[src/rtl/if_stage.sv]
// Instruction-fetch stage: owns the PC, runs a req/gnt + rvalid fetch with one
// outstanding request, and drives the IF/ID register with a skid for decode stalls.
//
// state | meaning
// ------+-----------------------------------------------------------
// REQ   | request issued at pc, waiting for gnt
// RSP   | granted, waiting for rvalid
// HOLD  | response parked in skid register until decode accepts
// DROP  | squashed fetch outstanding, discard its response
module if_stage #(
   parameter int              XLEN      = 32,
   parameter logic [XLEN-1:0] RESET_PC  = 32'h0040_0000,
   parameter logic [31:0]     NOP_INSTR = 32'h0000_0013
) (
   input  logic            clk,
   input  logic            rst_n,
   output logic            imem_req_o,
   output logic [XLEN-1:0] imem_addr_o,
   input  logic            imem_gnt_i,
   input  logic            imem_rvalid_i,
   input  logic [31:0]     imem_rdata_i,
   input  logic            stall_i,
   input  logic            flush_i,
   input  logic [XLEN-1:0] redirect_pc_i,
   output logic            if_id_valid_o,
   output logic [31:0]     if_id_instr_o,
   output logic [6:0]      if_id_opcode_o,
   output logic [XLEN-1:0] if_id_pc_o,
   output logic [XLEN-1:0] if_id_pc4_o
);

   typedef enum logic [1:0] {S_REQ, S_RSP, S_HOLD, S_DROP} state_t;

   state_t          state_q, state_d;
   logic [XLEN-1:0] pc_q, pc_d, pc_plus4;
   logic [31:0]     skid_q;
   logic            armed_q;
   logic            load_ifid;
   logic            skid_we;
   logic [31:0]     load_instr;

   assign pc_plus4 = pc_q + XLEN'(4);

   // armed_q keeps req low through reset and lets it rise on the first clock after release
   assign imem_req_o  = (state_q == S_REQ) && armed_q;
   assign imem_addr_o = pc_q;

   always_comb begin
      state_d    = state_q;
      pc_d       = pc_q;
      load_ifid  = 1'b0;
      skid_we    = 1'b0;
      load_instr = imem_rdata_i;
      case (state_q)
         S_REQ: begin
            if (armed_q && imem_gnt_i)
               state_d = flush_i ? S_DROP : S_RSP;
         end
         S_RSP: begin
            if (flush_i) begin
               state_d = imem_rvalid_i ? S_REQ : S_DROP;
            end else if (imem_rvalid_i) begin
               if (stall_i) begin
                  skid_we = 1'b1;
                  state_d = S_HOLD;
               end else begin
                  load_ifid = 1'b1;
                  state_d   = S_REQ;
               end
            end
         end
         S_HOLD: begin
            if (flush_i) begin
               state_d = S_REQ;
            end else if (!stall_i) begin
               load_ifid  = 1'b1;
               load_instr = skid_q;
               state_d    = S_REQ;
            end
         end
         S_DROP: begin
            if (imem_rvalid_i)
               state_d = S_REQ;
         end
      endcase
      if (flush_i)
         pc_d = redirect_pc_i & ~XLEN'(3);
      else if (load_ifid)
         pc_d = pc_plus4;
   end

   always_ff @(posedge clk or negedge rst_n) begin
      if (!rst_n) begin
         state_q <= S_REQ;
         pc_q    <= RESET_PC;
         armed_q <= 1'b0;
         skid_q  <= NOP_INSTR;
      end else begin
         state_q <= state_d;
         pc_q    <= pc_d;
         armed_q <= 1'b1;
         if (flush_i)
            skid_q <= NOP_INSTR;
         else if (skid_we)
            skid_q <= imem_rdata_i;
      end
   end

   always_ff @(posedge clk or negedge rst_n) begin
      if (!rst_n) begin
         if_id_valid_o  <= 1'b0;
         if_id_instr_o  <= NOP_INSTR;
         if_id_opcode_o <= NOP_INSTR[6:0];
         if_id_pc_o     <= '0;
         if_id_pc4_o    <= '0;
      end else if (flush_i) begin
         if_id_valid_o  <= 1'b0;
         if_id_instr_o  <= NOP_INSTR;
         if_id_opcode_o <= NOP_INSTR[6:0];
      end else if (load_ifid) begin
         if_id_valid_o  <= 1'b1;
         if_id_instr_o  <= load_instr;
         if_id_opcode_o <= load_instr[6:0];
         if_id_pc_o     <= pc_q;
         if_id_pc4_o    <= pc_plus4;
      end
   end

endmodule
[config.mk]
export PLATFORM = sky130hd
export DESIGN_NAME = if_stage
export DESIGN_NICKNAME = d
export VERILOG_FILES = /design/src/rtl/if_stage.sv
export SDC_FILE = /design/constraint.sdc
export NUM_CORES = 1
export LEC_CHECK = 0
export ABC_AREA = 1
export BUFFER_PORTS_ARGS = -buffer_cell sky130_fd_sc_hd__buf_2
export CAP_MARGIN = 5
export CORE_ASPECT_RATIO = 0.9
export CORE_MARGIN = 8
export CORE_UTILIZATION = 45
export CTS_CLUSTER_DIAMETER = 80
export CTS_CLUSTER_SIZE = 28
export DETAILED_ROUTE_END_ITERATION = 8
export GPL_TIMING_DRIVEN = 0
export PLACE_DENSITY = 0.81
export SYNTH_ARGS = -nofsm -noshare
export SYNTH_HDL_FRONTEND = slang
export SYNTH_SLANG_ARGS = --single-unit
[constraint.sdc]
create_clock -name clk -period 2.5 [get_ports clk]
set_input_delay 0 -clock clk [delete_from_list [all_inputs] [get_ports clk]]
set_output_delay 0 -clock clk [all_outputs]
set_load 0.01 [all_outputs]
== After elaboration in Yosys (flattened, before gate mapping) ==
Cells that the tools add are included.
Widths: inputs -> output; s select.

* Bits in read-only memories: 0
* Latch bits: 0
* Bits of input ports: 70
* Memories: 0
* Logic and storage cells: 56
* Bits in registers: 171
* Output and inout bits: 137
* RAM bits: 0

* Equality and inequality tests: 7
* Add/subtract/negate cells: 1
* Shifts and indexed selects: 0
* Reduce and logical (&&, ||, !) cells: 7
* Bitwise gates (word level): 1
* $lt $le $gt $ge: 0
* Multiplexer cells: 31
* Div/mod/pow operators: 0
* Multipliers: 0

{| class="wikitable"
|+ Operator list
! kind !! count
|-
| $mux 32 || 8
|-
| $add 32x3->32 const B || 1
|-
| $mux 2 || 9
|-
| $mux 7 || 2
|-
| $mux 1 || 10
|-
| $pmux 2 s4 || 1
|-
| $ne 3x3->1 const B || 2
|-
| $eq 2x2->1 const B || 2
|-
| $reduce_and 4->1 || 1
|-
| $reduce_bool 2->1 || 2
|-
| $eq 2x1->1 const B || 1
|-
| $logic_and 1x1->1 || 2
|-
| $logic_not 2->1 || 1
|-
| $ne 2x1->1 const B || 1
|-
| $ne 2x2->1 const B || 1
|-
| $pmux 1 s2 || 1
|-
| $reduce_and 2->1 || 1
|-
| $not 1->1 || 1
|}

== Longest topological paths before layout ==
* Depth in word-level cells: 6
* Gate-level depth with buffers: 11
* Depth with buffers taken out: 9

== Worst setup path before layout ==
Ideal clock, no wire load.

* Path type: register to register
* Start: reg state_q[1]
* End: reg if_id_instr_o[23]
* Clock period less this slack: 1563 ps
* Cell stages (with the launch flop): 10
* Path slack: 937 ps
* Arrival: 1442 ps
* Path buffers: 1
* Library setup time: 121 ps
* Data required time: 2379 ps
* Cell sequence: dfrtp_1 -> inv_1 -> ha_1 -> nand2_1 -> nand2_2 -> nand3_4 -> nand2_2 -> inv_2 -> buf_2 -> a22o_1

* Cells in the longest elaborated chain, start to end: 4
* Elaborated cells on any way between the ends: 7
* Classes of those cells: eq/ne (2); mux (4); reduce/logical (1)

{| class="wikitable"
|+ Ends and longest elaborated chain
! item !! RTL line !! source
|-
| from (decl) || 34 || <nowiki>state_t state_q, state_d;</nowiki>
|-
| from (signal assigned) || 99 || <nowiki>state_q <= state_d;</nowiki>
|-
| $eq 2x2->1 || 54 || <nowiki>case (state_q)</nowiki>
|-
| $mux 32 || 54 ||
|-
| $mux 32 || 120 || <nowiki>end else if (load_ifid) begin</nowiki>
|-
| $mux 32 || 116 || <nowiki>end else if (flush_i) begin</nowiki>
|-
| to (signal assigned) || 122 || <nowiki>if_id_instr_o <= load_instr;</nowiki>
|-
| to (decl) || 26 || <nowiki>output logic [31:0] if_id_instr_o,</nowiki>
|}

Several ways; a longest one is shown, not always the timed one. The select of a mux whose other input is x is not followed.
A chain may end at the register's enable or synchronous reset.

== Worst setup path after layout ==
* Start: reg state_q[0]
* End: reg if_id_instr_o[9]

The elaborated chain is that of the path after synthesis.

==> summary.md <==
| Metric | Value |
|---|---|
| Number of global-route vias before repair | 6966 |
| Number of instances in the synthesized netlist | 886 |
| Worst min-delay path class | in2reg |
| Count of flip-flops with a built-in enable after synthesis | 0 |
| Metal-1 WL | 10.1 mm |
| Number of distinct standard cells referenced by the synthesized netlist | 28 |
| CTS Root Buffer Type | sky130_fd_sc_hd__clkbuf_16 |
| Layout Skew | 0.0128 ns |
| Violation count after the first detailed-route iteration | 654 |
| Number of maximum-capacitance violations | 0 |
| Launching instance or port of the critical path | state_q[0]$_DFFE_PN0P_ |
| First drt pass iteration count | 6 |
| Complex-gate fraction of the synthesized area | 11.4% |
| Via density per instance | 5.18 |
| Post-cts repair resize count | 0 |
| Clock network power share | 30.7% |
| Synth area leaders | sky130_fd_sc_hd__dfrtp_1 (51%), sky130_fd_sc_hd__nand2_1 (16%), sky130_fd_sc_hd__o21ai_0 (6.7%) |
| Data required time of the critical path | 2.78 ns |
| Highest ir drop seen on vdd | 605 uV |
| Commonest register cell after synthesis | sky130_fd_sc_hd__dfrtp_1 |
| Amount of wire on met2 after detailed routing | 11.5 mm |
| Number of top-level pins | 207 |
| Total CTS buffers | 17 |
| Critical-path maximum fanout | 10 |
| Floorplan core area | 16100 sq um |
| Placer Congestion | 0.889 |
| Critical path buffer and inverter count | 3 |
| Result of the run | finished, final reports clean |
| Instance count after placement with tap cells included | 1296 |
| Period utilization | 75.9% |
| Biggest area consumer among synthesized cells | sky130_fd_sc_hd__dfrtp_1 |
| Maximum operating frequency | 0.527 GHz |
| Number of remaining DRC errors | 0 |
| Initial Util | 45.8% |
| Fill cell count | 1358 |
| Fraction of power consumed by combinational cells | 29.9% |
| Parity-gate share of the synthesized area counting xor and xnor cells | 0.476% |
| Layout cell share with drive strength beyond 1 | 25.0% |
| Crit Reg-Reg Endpoint | if_id_instr_o[9]$_DFFE_PN0P_ |
| Total congestion overflow | 0 |
| Pins over their slew limit | 0 |
| Multi-input gate area | 2770 sq um |
| Number of H-tree levels | 4 |
| Share of synthesized area spent on multiplexers | 0.544% |
| Die outline width | 151 um |
| Total number of yosys warnings | 0 |
| Antenna viol nets, final | 0 |
| Cell-by-cell trace of the critical path | inv_1 -> ha_1 -> inv_1 -> nand2_2 -> nand3_4 -> clkbuf_1 -> o21ai_0 |
| Final cell count without fillers | 1395 |
| Sinks on Clock Net | 158 |
| Reg2reg path depth | 7 |
| Delay of the slowest cell on the worst path | 0.48 ns |
| Share of synthesized registers carrying an async set or reset | 100% |
| Seq/Total Area, Yosys | 53.8% |
| Final min period | 1.90 ns |
| Cell type with the highest occurrence count on the critical path | sky130_fd_sc_hd__inv_1 |
| Port Buffer Count | 197 |
| Worst r2r src | state_q[0]$_DFFE_PN0P_ |
| Top post-synthesis cells by count | sky130_fd_sc_hd__nand2_1 (309), sky130_fd_sc_hd__dfrtp_1 (151), sky130_fd_sc_hd__o21ai_0 (98) |
| Placed instance area | 8660 sq um |
| Routed vias | 7222 |
| Proportion of total power due to net switching | 34.3% |
| # setup viols final | 0 |
| Largest net degree at the start of global routing | 101 |
| Critical hold path startpoint | flush_i |
| Main combinational cell family by area after synthesis | simple AND/OR/NAND/NOR gates |
| Post-detailed-routing wire length | 24.1 mm |
| Area fraction of the dominant cell type after synthesis | 51.3% |
| Post-layout total power | 9.33 mW |
| Post-synthesis cell area | 7360 sq um |
| GRT Util Overall | 23.2% |
| Final Util | 62.0% |
| FF/Latch Area | 3960 sq um |
| Row count | 44 |
| TritonCTS clock tree | built |
| Area share of fa/ha/maj cells after synthesis | 1.02% |
| Avg Cell Area, Syn | 8.31 sq um |
| Floorplan die area | 20700 sq um |
| Launching element type of the critical path | flip-flop |
| Worst R2R Setup Slack | 0.60 ns |
| Overall die height | 137 um |
| Transition at the pin with the smallest max-transition slack | 0.915 ns |
| Kind of cell adding the most delay to the critical path | buffers and inverters |
| CP Class | reg2reg |
| Crit. End Element | flip-flop |
| Number of storage elements in the synthesis netlist | 158 |
| Number of stages on the worst setup path | 7 |
| Wire length of the first global-routing pass | 37.2 mm |
| Highest metal layer with signal wires | met4 |
| Crit path max-delay cell type | sky130_fd_sc_hd__clkbuf_1 |
| Setup repair after global routing missed its margin | no |
| Post-CTS clock slew at the launch and capture registers of the worst setup and hold paths | 0.07 ns |
| Critical Path AT | 2.18 ns |
| Syn-to-layout area delta | 35.4% |
| Sequential share of power | 39.4% |
| Critical path capture point | if_id_instr_o[9]$_DFFE_PN0P_ |
| Number of nets in the finished design | 1249 |
| Routed length per instance | 17.3 um |
| Leakage power | 5.32 nW |
| Antenna violations before repair | 1 |
| Cell-internal power | 6.13 mW |
| Power density over cell area | 936 nW/um^2 |
| Worst-case clock buffer depth | 2 |
| Simple logic cell fraction of the synthesized area | 23.8% |
| Cell with the most instances after synthesis | sky130_fd_sc_hd__nand2_1 |
| Final design instance area without fill | 9970 sq um |
| Count of endpoints failing hold in the final timing report | 0 |
| Clock latency on the worst-skew pair | 0.42 ns |
| Post-DP HPWL | 17.1 mm |
| Hold slack final | 0.0363 ns |
| Post-CTS Setup Inserts | 0 |
| Relative slew slack | 39.0% |
| Net switching component of the power | 3.20 mW |
| Sum of met3 wire segment lengths after detailed routing | 1.73 mm |
==> stage by stage <==
stage	setup TNS [ns]	setup slack, ns
floorplan	0	0.937
global route	0	0.430
global placement	-139.20	-0.935
detailed placement	0	0.614
finish	0	0.601
CTS	0	0.604
==> what timing repair did <==
item	CTS	global route
setup endpoints to repair	0	0
hold endpoints to repair	188	0
hold buffers	65	0
==> cell type report <==
type	count	area share (%)
Sequential cell	158	39.7
Inverter	85	3.20
Buffer	51	3.31
Multi-Input combinational cell	597	27.8
Clock inverter	8	1.53
Tap cell	207	2.60
Clock buffer	24	5.03
Timing Repair Buffer	263	16.8
Antenna cell	2	0.0502
==> worst register-to-register path, delay by kind of cell (launching register included) <==
family | cells | cell delay [ns]
AO/OA/AOI/OAI | 1 | 0.21
adder cells (fa/ha/maj) | 1 | 0.27
buffers and inverters | 3 | 0.69
flip-flops | 1 | 0.39
AND/OR/NAND/NOR | 2 | 0.20
==> state kept, by name (all words and copies together), names as in the netlist <==
register       flops
if_id_instr_o     32
skid_q            32
if_id_pc4_o       30
if_id_pc_o        30
imem_addr_o       30
state_q            2
armed_q            1
if_id_valid_o      1
==> routing by layer <==
metal | vias up | GRT usage, %
met4 | 0 | 11.0
li1 | 3376 | -
met3 | 67 | 4.56
met5 | - | 0
met2 | 355 | 37.1
met1 | 3424 | 30.0
==> layout by cell type, fill, tap and decap left out, drive strengths merged <==
cell / instances
a21oi: 11
a22o: 21
and2: 2
buf: 239
bufinv: 4
clkbuf: 34
clkinv: 1
clkinvlp: 2
conb: 7
dfrtp: 151
dfstp: 7
diode: 2
dlygate4sd3: 65
ha: 6
inv: 86
mux2i: 4
nand2: 314
nand3: 56
nor2: 54
o211ai: 2
o21ai: 112
o22a: 3
or2: 1
xnor2: 1
xor2: 3
==> worst min-delay path by stage <==
stage | endpoint | slack [ns] | cells after the start
floorplan | armed_q$_DFF_PN0_ | -0.30 | 0
finish | if_id_valid_o$_DFFE_PN0P_ | 0.04 | 4
global route | if_id_valid_o$_DFFE_PN0P_ | 0.05 | 4
global placement | imem_addr_o[11]$_DFFE_PN0P_ | 0.22 | 3
detailed placement | if_id_instr_o[8]$_DFFE_PN0P_ | 0.18 | 1
CTS | if_id_valid_o$_DFFE_PN0P_ | 0.04 | 4
==> power by group through the flow <==
stage	registers [mW]	logic, mW	clock network, mW
after floorplan	3.92	1.22	0
after global placement	3.67	2.64	0
after detailed placement	3.69	2.70	0
after CTS	3.66	2.80	2.89
after global routing	3.75	3.09	2.99
final	3.67	2.79	2.86
==> logic make-up after synthesis <==
| logic type | Yosys count |
|---|---|
| simple gates | 427 |
| flops | 158 |
| compound gates | 149 |
| buf+inv | 136 |
| fa+ha+maj | 6 |
| xor+xnor | 4 |
| mux | 4 |
| other cells | 2 |
Power figures use the tool's default switching activity.
